### src/rtl/counter_seq_pkg.sv
// Shared encodings for the counter sequencer: FSM states and mode values.
package counter_seq_pkg;

    typedef enum logic [1:0] {
        IDLE = 2'd0,
        CLR  = 2'd1,
        RUN  = 2'd2
    } state_e;

    localparam logic MODE_ONESHOT  = 1'b0;
    localparam logic MODE_PERIODIC = 1'b1;

endpackage

### src/rtl/sat_counter.sv
// WIDTH-bit up-counter that sticks at all-ones; synchronous reset and clear.
module sat_counter #(
    parameter int unsigned WIDTH = 4
) (
    input  logic             clk,
    input  logic             rst,
    input  logic             clr,
    input  logic             inc,
    output logic [WIDTH-1:0] count
);

    logic [WIDTH-1:0] count_q, count_d;

    always_comb begin
        count_d = count_q;
        if (clr) begin
            count_d = '0;
        end else if (inc && (count_q != {WIDTH{1'b1}})) begin
            count_d = count_q + WIDTH'(1'b1);
        end
    end

    always_ff @(posedge clk) begin
        if (rst) begin
            count_q <= '0;
        end else begin
            count_q <= count_d;
        end
    end

    assign count = count_q;

endmodule

### src/rtl/counter_sequencer.sv
// Sequences an external enable/clear counter from 0 up to a latched terminal value,
// in one-shot or auto-reload mode, with pause, abort and a completed-period count.
module counter_sequencer
    import counter_seq_pkg::*;
#(
    parameter int unsigned WIDTH = 4
) (
    input  logic             clk,
    input  logic             clear,
    input  logic             start,
    input  logic             stop,
    input  logic             pause,
    input  logic             mode,
    input  logic [WIDTH-1:0] terminal,
    input  logic [WIDTH-1:0] cnt_q,
    output logic             cnt_enable,
    output logic             cnt_clear_n,
    output logic             busy,
    output logic             done,
    output logic             err,
    output logic [WIDTH-1:0] period_count
);

    state_e           state_q, state_d;
    logic [WIDTH-1:0] term_q, term_d;
    logic             mode_q, mode_d;
    logic             err_q, err_d;
    logic             accept;
    logic             at_term;

    assign at_term = (cnt_q == term_q);

    always_comb begin
        state_d     = state_q;
        term_d      = term_q;
        mode_d      = mode_q;
        err_d       = 1'b0;
        accept      = 1'b0;
        cnt_enable  = 1'b0;
        cnt_clear_n = 1'b0;
        busy        = 1'b0;
        done        = 1'b0;

        unique case (state_q)
            IDLE: begin
                // stop outranks a simultaneous start
                if (start && !stop) begin
                    if (terminal != '0) begin
                        accept  = 1'b1;
                        term_d  = terminal;
                        mode_d  = mode;
                        state_d = CLR;
                    end else begin
                        err_d = 1'b1;
                    end
                end
            end
            CLR: begin
                busy    = 1'b1;
                state_d = stop ? IDLE : RUN;
            end
            RUN: begin
                busy        = 1'b1;
                cnt_clear_n = 1'b1;
                cnt_enable  = !at_term && !pause;
                if (stop) begin
                    state_d = IDLE;
                end else if (at_term) begin
                    done    = 1'b1;
                    state_d = (mode_q == MODE_PERIODIC) ? CLR : IDLE;
                end
            end
            default: state_d = IDLE;
        endcase

        // A reset landing on the terminal cycle must not report completion.
        if (clear) begin
            done = 1'b0;
        end
    end

    always_ff @(posedge clk) begin
        if (clear) begin
            state_q <= IDLE;
            term_q  <= '0;
            mode_q  <= MODE_ONESHOT;
            err_q   <= 1'b0;
        end else begin
            state_q <= state_d;
            term_q  <= term_d;
            mode_q  <= mode_d;
            err_q   <= err_d;
        end
    end

    assign err = err_q;

    sat_counter #(
        .WIDTH(WIDTH)
    ) u_period (
        .clk  (clk),
        .rst  (clear),
        .clr  (accept),
        .inc  (done),
        .count(period_count)
    );

endmodule

### config.mk
export PLATFORM = sky130hd
export DESIGN_NAME = counter_sequencer
export DESIGN_NICKNAME = d
export VERILOG_FILES = /design/src/rtl/counter_seq_pkg.sv /design/src/rtl/sat_counter.sv /design/src/rtl/counter_sequencer.sv
export SDC_FILE = /design/constraint.sdc
export NUM_CORES = 1
export LEC_CHECK = 0
export ABC_AREA = 1
export BUFFER_PORTS_ARGS = -buffer_cell sky130_fd_sc_hd__clkbuf_2
export CORE_MARGIN = 2
export CORE_UTILIZATION = 30
export CTS_CLUSTER_DIAMETER = 60
export DETAILED_ROUTE_END_ITERATION = 8
export PLACE_DENSITY = 0.52
export SLEW_MARGIN = 20
export SYNTH_ARGS = -nofsm -noshare
export SYNTH_HDL_FRONTEND = slang
export SYNTH_SLANG_ARGS = --single-unit
### constraint.sdc
create_clock -name clk -period 1.85 [get_ports clk]
set_clock_uncertainty 0.15 [all_clocks]
set_input_delay 0.37 -clock clk [delete_from_list [all_inputs] [get_ports clk]]
set_output_delay 0.37 -clock clk [all_outputs]
set_load 0.01 [all_outputs]
[After elaboration in Yosys (flattened, before gate mapping)]
Index checks and enable logic that the tools add are counted.
Cells by class
  add/sub/neg operators: 1
  equal/unequal tests: 7
  mux-type cells: 18
  bitwise logic cells: 2
  reduce and logical (&&, ||, !) cells: 13
Operator list (number)
  2-to-1 mux 1 bit: 12
  2-to-1 mux 2 bit: 5
  one-hot mux 2 bit (3 select lines): 1
  AND reduction 3 bit: 2
  adder 4 x 1 -> 4 bit (second input constant): 1
  == test 4 bit: 1
  inequality test 2 bit (second input constant): 2
  inequality test 4 bit (second input constant): 1
  nonzero test 4 bit: 1
  OR reduction 2 bit: 2
  logical AND 1 bit: 3
  zero test 1 bit: 3
  inequality test 3 bit (second input constant): 1
  OR reduction 3 bit: 1
  == test 2 x 1 -> 1 bit (second input constant): 1
  == test 2 bit (second input constant): 1
  zero test 2 bit: 1
  NOT 1 bit: 2
Word-level totals
  register bits after elaboration: 12
  input bits: 14
  output and inout bits: 9
  logic and storage cells: 46

[Depth between registers and ports, before layout]
Gate-level depths: netlist of the first run.
  word-level depth: 6
  gate-level depth with buffers: 10
  gate-level depth less buffers: 10

[Modules after synthesis]
From an unflattened synthesis of the first run, not the netlist that was laid out.
Unflattened totals
  cells, all modules: 110
  area total of the unflattened synthesis: 713.2 um^2
Modules (own cells, without submodules)
  counter_sequencer: instances 1, cells an instance 80, area each 489.2 um^2, seq. area each 160.2 um^2
  sat_counter: instances 1, cells an instance 30, area each 224.0 um^2, seq. area each 80.1 um^2

[Worst setup path before layout of the first run]
Ideal clock, no wire load.
  path kind: register -> output
  start point: register state_q[0]
  end point: output port done
  data arrival time: 1.004 ns
  required time: 1.330 ns
  path slack: 0.326 ns
  stages on the path, launching flop included: 7
  buffers on the path: 0
  cells stage by stage: dfxtp_1 > inv_1 > ha_1 > nand2_1 > nor2_4 > nand2_2 > inv_1
On the way
  cells in the longest elaborated chain, start to end: 3
RTL lines
  start: declaration: RTL line counter_sequencer.sv:24  | state_e state_q, state_d;
  start signal: assignment: RTL line counter_sequencer.sv:89  | state_q <= state_d;
  == test 2 bit: RTL line counter_sequencer.sv:44  | unique case (state_q)
  2-to-1 mux 1 bit: RTL line counter_sequencer.sv:44
  2-to-1 mux 1 bit: RTL line counter_sequencer.sv:77  | if (clear) begin
  end: declaration: RTL line counter_sequencer.sv:19  | output logic done,
Every way passes these cells.

[Worst setup path in the final report of the first run]
  start point: register term_q[1]
  end point: output port done
On the way
  cells in the longest elaborated chain, start to end: 5
RTL lines
  start: declaration: RTL line counter_sequencer.sv:25  | logic [WIDTH-1:0] term_q, term_d;
  start signal: assignment: RTL line counter_sequencer.sv:90  | term_q <= term_d;
  == test 4 bit: RTL line counter_sequencer.sv:31  | assign at_term = (cnt_q == term_q);
  2-to-1 mux 1 bit: RTL line counter_sequencer.sv:68  | end else if (at_term) begin
  2-to-1 mux 1 bit: RTL line counter_sequencer.sv:66  | if (stop) begin
  2-to-1 mux 1 bit: RTL line counter_sequencer.sv:44
  2-to-1 mux 1 bit: RTL line counter_sequencer.sv:77
Every way passes these cells.

==> load_flow_metrics.sql, run 1 <==
INSERT INTO impl_metrics (metric_group, metric, value, unit) VALUES
('setup_path', 'crit_top_cell', 'sky130_fd_sc_hd__nand2_2', ''),
('power_and_ir_drop', 'power_per_cell_area', '655', 'mW/mm2'),
('yosys', 'ys.warnings.count', '0', ''),
('drt', 'routed_wirelength', '1660', 'um'),
('global_route', 'global_route_wire_length_before_repair', '2850', 'um'),
('layout', 'diodes_inserted', '0', ''),
('floorplanning', 'chipWidth', '54.5', 'um'),
('yosys', 'yosys.cell_types.count', '21', ''),
('clock_tree', 'cts_num_sinks', '12', ''),
('setup_path', 'worst_ep_arrival_time', '1.25', 'ns'),
('setup_path', 'worst-path-max-fanout', '3', ''),
('drt', 'post_drt_wl_per_cell', '9.59', 'um'),
('floorplanning', 'rows', '18', ''),
('setup_path', 'crit_chain', 'inv_2 > nand2_1 > nand2_2 > inv_1 > nand2_2 > nor2_4 > nand2_2 > inv_1 > buf_2', ''),
('layout', 'fillerInstances', '270', ''),
('drt', 'drcViolationCount', '0', ''),
('yosys', 'postSynthNetCount', '133', ''),
('layout', 'final_net_count', '163', ''),
('timing', 'final.setup.tns', '0', 'ns'),
('job', 'drv.max_cap_violation_count', '0', ''),
('setup_path', 'timing.critical_path.to_type', 'output port', ''),
('yosys', 'synth_enable_flop_cells', '0', ''),
('layout', 'syn_to_final_growth', '32.2', '%'),
('global_route', 'global_route.usage.met1', '15.4', '%'),
('run_status', 'status', 'finished, final reports clean', ''),
('timing', 'post-route-min-period', '1.77', 'ns'),
('drt', 'ant_nets', '0', ''),
('clock_tree', 'clock_latency', '0.27', 'ns'),
('layout', 'register_area', '250', 'um2'),
('floorplanning', 'chipHeight', '54.5', 'um'),
('setup_path', 'critical_path_depth', '9', ''),
('setup_path', 'crit_type', 'register to output port', ''),
('placement', 'place_hpwl', '1320', 'um'),
('clock_tree', 'clkTransAtPathRegs', '0.09', 'ns'),
('global_route', 'm2_gr_usage', '22.7', '%'),
('global_route', 'grt.busiest_layer', 'met2', ''),
('yosys', 'synth_area_leaders', 'sky130_fd_sc_hd__dfxtp_1 31%, sky130_fd_sc_hd__inv_1 12%, sky130_fd_sc_hd__nand2_1 12%', ''),
('timing', 'worstMarginPinSlew', '0.228', 'ns'),
('setup_path', 'reg2reg_depth', '8', ''),
('clock_tree', 'cts_root_buffer', 'sky130_fd_sc_hd__clkbuf_4', ''),
('drt', 'initial_drc_count', '16', ''),
('floorplanning', 'die_area', '0.00297', 'mm2'),
('yosys', 'syn-mean-instance-area', '6.71', 'um2'),
('yosys', 'flip_flop_and_latch_count_after_synthesis', '12', ''),
('yosys', 'yosysTopAreaCellShare', '31.4', '%'),
('placement', 'gpl.final_weighted_congestion', '0.835', ''),
('setup_path', 'critical_path_required', '1.33', 'ns'),
('global_route', 'grt_max_degree', '9', ''),
('layout', 'post_layout_nonfiller_instances', '173', ''),
('setup_path', 'critical_path.top_delay_family', 'simple AND/OR/NAND/NOR gates', ''),
('setup_path', 'setup.worst_path.start_class', 'register', ''),
('timing', 'finalMaxSlewViolations', '0', ''),
('worst_hold_path', 'holdPathStages', '3', ''),
('setup_path', 'timing.critical_path.slowest_stage_cell', 'sky130_fd_sc_hd__dfxtp_2', ''),
('timing', 'timing.final.crit_share', '95.5', '%'),
('yosys', 'post_synth_instance_area', '764', 'um2'),
('yosys', 'ranking_of_synthesized_cells_by_instance_count', '25 x sky130_fd_sc_hd__inv_1, 25 x sky130_fd_sc_hd__nand2_1, 12 x sky130_fd_sc_hd__dfxtp_1, 7 x sky130_fd_sc_hd__nand2_2, 7 x sky130_fd_sc_hd__nor2_1', ''),
('timing', 'count_of_endpoints_failing_setup_in_the_final_report', '0', ''),
('power_and_ir_drop', 'leak', '0.524', 'nW'),
('layout', 'drive_gt1_share', '41.3', '%'),
('yosys', 'netlist.top_cell.by_area', 'sky130_fd_sc_hd__dfxtp_1', ''),
('global_route', 'grt_pass1_vias', '699', ''),
('yosys', 'synth_cells', '114', ''),
('placement', 'placed_cells_incl_taps', '166', ''),
('global_route', 'grt_remaining_overflow', '0', ''),
('timing', 'rsz0062_at_grt', 'true', ''),
('floorplanning', 'core_area', '0.00245', 'mm2'),
('drt', 'detailedRoute.firstPassIterationCount', '4', ''),
('placement', 'port_buffers', '22', ''),
('setup_path', 'critical-path-max-stage-delay', '0.34', 'ns'),
('clock_tree', 'cts_tree', 'done', '');
-- state kept, by name (all words and copies together), names as in the netlist --
name and cells:
err 1, mode_q 1, state_q 2, term_q 4
u_period.count 4
-- per-layer routing --
layer / vias to the layer above / share of wire, %
li1: 407 / -
met1: 351 / 46
met2: 13 / 48
met3: 2 / 5.1
met4: 0 / 1.2
met5: - / 0
-- worst min-delay path: cells and delay by family --
family	cells	cell delay, ns
AOI/OAI and AO/OA	1	0.08
buffers and inverters	2	0.15
-- cell type report --
| cell class | count | share of cell area (%) |
|---|---|---|
| Multi-Input combinational cell | 73 | 43.7 |
| Sequential cell | 12 | 24.8 |
| Clock buffer | 4 | 3.59 |
| Inverter | 28 | 10.4 |
| Tap cell | 30 | 3.71 |
| Timing Repair Buffer | 26 | 13.9 |
-- cells in the final DEF, fill, tap and decap left out --
master / synthesis / final
sky130_fd_sc_hd__inv_1: 25 / 22
sky130_fd_sc_hd__clkbuf_2: 0 / 21
sky130_fd_sc_hd__nand2_1: 25 / 19
sky130_fd_sc_hd__nand2_2: 7 / 13
sky130_fd_sc_hd__nor2_1: 7 / 7
sky130_fd_sc_hd__nand3_1: 6 / 6
sky130_fd_sc_hd__dfxtp_1: 12 / 6
sky130_fd_sc_hd__inv_2: 2 / 5
sky130_fd_sc_hd__a21oi_1: 5 / 5
sky130_fd_sc_hd__dfxtp_2: 0 / 5
sky130_fd_sc_hd__o32ai_1: 4 / 4
sky130_fd_sc_hd__ha_1: 5 / 4
sky130_fd_sc_hd__buf_4: 0 / 4
sky130_fd_sc_hd__nand4_1: 3 / 3
sky130_fd_sc_hd__clkbuf_4: 0 / 3
sky130_fd_sc_hd__nor2_4: 2 / 2
sky130_fd_sc_hd__nor2_2: 2 / 2
sky130_fd_sc_hd__o21ai_1: 2 / 2
sky130_fd_sc_hd__clkinv_1: 1 / 1
sky130_fd_sc_hd__xnor2_1: 1 / 1
sky130_fd_sc_hd__o21ai_0: 1 / 1
sky130_fd_sc_hd__nor3_1: 1 / 1
sky130_fd_sc_hd__xor2_1: 1 / 1
sky130_fd_sc_hd__a31oi_1: 1 / 1
sky130_fd_sc_hd__ha_4: 0 / 1
sky130_fd_sc_hd__clkbuf_8: 0 / 1
sky130_fd_sc_hd__buf_2: 1 / 1
sky130_fd_sc_hd__dfxtp_4: 0 / 1
-- worst paths after layout --
path               start           endpoint  slack [ns]
max            term_q[1]               done        0.08
min          terminal[3]          term_q[3]        0.21
max reg2reg   state_q[0]  u_period.count[3]        0.37
min reg2reg       mode_q             mode_q        0.31
-- power by group --
| group | total [W] | leakage [nW] | internal (W) | switching [W] |
|---|---|---|---|---|
| registers | 0.000284 | 0.100 | 0.000274 | 0.0000102 |
| logic | 0.000165 | 0.402 | 0.0000679 | 0.0000969 |
| clock network | 0.000213 | 0.0210 | 0.000120 | 0.0000937 |
| total | 0.000662 | 0.524 | 0.000461 | 0.000201 |
-- cell families after synthesis --
family / count (synthesis) / share of synthesized area (%)
AND/OR/NAND/NOR: 53 / 33.1
buffers and inverters: 29 / 14.4
AO/OA/AOI/OAI: 13 / 10.6
flip-flops: 12 / 31.4
adder cells (fa/ha/maj): 5 / 8.18
XOR/XNOR: 2 / 2.29
-- what timing repair did --
action | in CTS | in global routing
setup endpoints to repair | 1 | 2
hold buffers | 0 | 0
setup buffers | 2 | 1
gates resized for setup | 4 | 15
pin swaps | 1 | 3
-- through the flow --
step	utilization [%]	hold slack, ns	setup slack (ns)	instance area (um2)
6_report	41.2	0.212	0.0840	1010
5_1_grt	41.2	0.210	-0.000719	1010
4_1_cts	39.7	0.199	0.0168	973
3_5_place_dp	37.3	0.303	0.222	915
3_3_place_gp	37.3	0.295	0.229	915
2_1_floorplan	-	0.273	0.326	764
(Power assumes the default switching activity.)
==> run 2, diff against run 1 <==
--- a/config.mk
+++ b/config.mk
@@ -11,7 +11,9 @@
 export CORE_UTILIZATION = 30
 export CTS_CLUSTER_DIAMETER = 60
 export DETAILED_ROUTE_END_ITERATION = 8
+export MAX_ROUTING_LAYER = met4
 export PLACE_DENSITY = 0.52
+export SKIP_CTS_REPAIR_TIMING = 1
 export SLEW_MARGIN = 20
 export SYNTH_ARGS = -nofsm -noshare
 export SYNTH_HDL_FRONTEND = slang
==> run 2 against run 1 <==
Effect of this change: via count grew 0.78%; total power increased by 1.9%; core utilization grew 0.31 points; sequential power barely moved; register-to-register slack worse by 0.02 ns; global-route usage about the same; combinational power rose by 4%; first-iteration DRC count fell by 50%; final area is 0.74% higher; critical path depth is 2 lower; largest cell class unchanged; sequential share of layout area decreased by 0.18 points.
==> load_flow_metrics.sql, run 2 (synthesis gave the netlist of run 1 again) <==
INSERT INTO impl_metrics (metric_group, metric, value, unit) VALUES
('setup_path', 'worst_ep_arrival_time', '1.27', 'ns'),
('drt', 'post_drt_wl_per_cell', '9.72', 'um'),
('floorplanning', 'chipWidth', '54.5', 'um'),
('timing', 'maxSlewHeadroom', '85.1', '%'),
('placement', 'gpl.final_weighted_congestion', '0.848', ''),
('global_route', 'globalRouteTotalUtil', '13.5', '%'),
('drt', 'detailedRoute.firstPassIterationCount', '4', ''),
('setup_path', 'crit_type', 'register to output port', ''),
('clock_tree', 'clkTransAtPathRegs', '0.09', 'ns'),
('placement', 'port_buffers', '22', ''),
('timing', 'rsz0062_at_grt', 'true', ''),
('setup_path', 'worst-path-max-fanout', '4', ''),
('timing', 'count_of_endpoints_failing_setup_in_the_final_report', '0', ''),
('clock_tree', 'cts-buffers-inserted', '3', ''),
('setup_path', 'timing.critical_path.to_type', 'output port', ''),
('worst_hold_path', 'hold_crit_path_type', 'input pin to register', ''),
('clock_tree', 'cts.htree.levels', '1', ''),
('setup_path', 'critical-path-max-stage-delay', '0.34', 'ns'),
('layout', 'most-common-layout-cells', '22 x sky130_fd_sc_hd__inv_1, 21 x sky130_fd_sc_hd__clkbuf_2, 18 x sky130_fd_sc_hd__nand2_1', ''),
('job', 'drv.max_cap_violation_count', '0', ''),
('clock_tree', 'cts_tree', 'done', ''),
('power_and_ir_drop', 'power_per_cell_area', '662', 'mW/mm2'),
('power_and_ir_drop', 'vdd_ir_drop_max', '0.442', 'mV'),
('placement', 'placement.cell_area', '915', 'um2'),
('layout', 'syn_to_final_growth', '33.2', '%'),
('clock_tree', 'ctsLongestPathBuffers', '2', ''),
('layout', 'final_net_count', '163', ''),
('global_route', 'grt_remaining_overflow', '0', ''),
('timing', 'timing.final.crit_share', '96.7', '%'),
('layout', 'diodes_inserted', '0', ''),
('layout', 'register_area', '250', 'um2'),
('setup_path', 'crit_chain', 'inv_2 > ha_4 > nand2_4 > nor2_4 > nand2_2 > inv_1 > buf_2', ''),
('drt', 'routed_wirelength', '1680', 'um'),
('clock_tree', 'cts_num_sinks', '12', ''),
('power_and_ir_drop', 'leak', '0.530', 'nW'),
('drt', 'routed_vias', '779', ''),
('floorplanning', 'chipHeight', '54.5', 'um'),
('timing', 'final_hold_viol_count', '0', ''),
('global_route', 'grt_max_degree', '9', ''),
('drt', 'drcViolationCount', '0', ''),
('layout', 'multi_input_comb_area', '449', 'um2'),
('layout', 'fillerInstances', '272', ''),
('run_status', 'status', 'finished, final reports clean', ''),
('global_route', 'antenna_found_initial', '0', ''),
('floorplanning', 'die_area', '0.00297', 'mm2'),
('placement', 'place_hpwl', '1320', 'um'),
('global_route', 'grt_pass1_vias', '672', ''),
('drt', 'avgViaCountPerCell', '4.50', ''),
('timing', 'post-route-min-period', '1.79', 'ns'),
('layout', 'final_instance_area', '0.00102', 'mm2'),
('clock_tree', 'cts_root_buffer', 'sky130_fd_sc_hd__clkbuf_4', ''),
('floorplanning', 'pin_count', '23', ''),
('timing', 'finalMaxSlewViolations', '0', ''),
('floorplanning', 'rows', '18', ''),
('floorplanning', 'core_area', '0.00245', 'mm2'),
('layout', 'fin_util', '41.5', '%'),
('placement', 'dp_worst_setup_slack', '0.222', 'ns'),
('setup_path', 'critical_path_required', '1.33', 'ns'),
('floorplanning', 'starting_density_of_the_core', '31.1', '%'),
('layout', 'layout_commonest_cell', 'sky130_fd_sc_hd__inv_1', ''),
('layout', 'drive_gt1_share', '42.0', '%'),
('drt', 'ant_nets', '0', ''),
('timing', 'postLayoutSetupSlackWorst', '0.0616', 'ns'),
('timing', 'max_freq', '559', 'MHz'),
('setup_path', 'setup.worst_path.start_class', 'register', ''),
('global_route', 'global_route_wire_length_before_repair', '2770', 'um'),
('clock_tree', 'clock_latency', '0.28', 'ns'),
('setup_path', 'timing.critical_path.slowest_stage_cell', 'sky130_fd_sc_hd__dfxtp_2', ''),
('drt', 'initial_drc_count', '8', ''),
('timing', 'worstMarginPinSlew', '0.222', 'ns');
## run 2: layer usage
metal	vias up	global-route usage, %	part of all wire (%)
met5	-	-	0
met4	0	4.58	0.71
met3	2	4.92	5.9
met2	18	21.9	48
met1	350	15.4	46
li1	409	-	-
## run 2: power breakdown
group	total [W]	internal (W)	leakage [nW]	switching, W
sequential	0.000285	0.000274	0.100	0.0000115
combinational	0.000172	0.0000739	0.408	0.0000986
clock	0.000217	0.000120	0.0210	0.0000971
total	0.000674	0.000467	0.530	0.000207
## run 2: critical path: cells and delay by family (launching register included)
family,cells,cell delay (ns)
and+or+nand+nor,3,0.27
DFF,1,0.34
buffers and inverters,3,0.23
adders and majority gates,1,0.15
## run 2: final timing paths
| path | from | to | slack [ns] | depth (start not counted) |
|---|---|---|---|---|
| max | state_q[0] | done | 0.06 | 7 |
| min | terminal[1] | term_q[1] | 0.21 | 3 |
| max reg2reg | state_q[0] | u_period.count[2] | 0.35 | 8 |
| min reg2reg | mode_q | mode_q | 0.31 | 2 |
## run 2: layout make-up
type                    instances  share of cell area, %
multi-input cells              73                   44.1
flip-flops and latches         12                   24.6
repair buffers                 26                   13.8
inverters                      28                   10.3
well taps                      30                   3.69
clock buffers                   4                   3.56
## run 2: stage by stage
stage | TNS, ns | std cells | hold slack, ns | total power [W]
2_1_floorplan | 0 | 114 | 0.273 | 0.000390
3_3_place_gp | 0 | 166 | 0.295 | 0.000431
3_5_place_dp | 0 | 166 | 0.303 | 0.000433
4_1_cts | -0.0621 | 170 | 0.199 | 0.000655
5_1_grt | -0.0137 | 173 | 0.207 | 0.000715
6_report | 0 | 173 | 0.206 | 0.000674
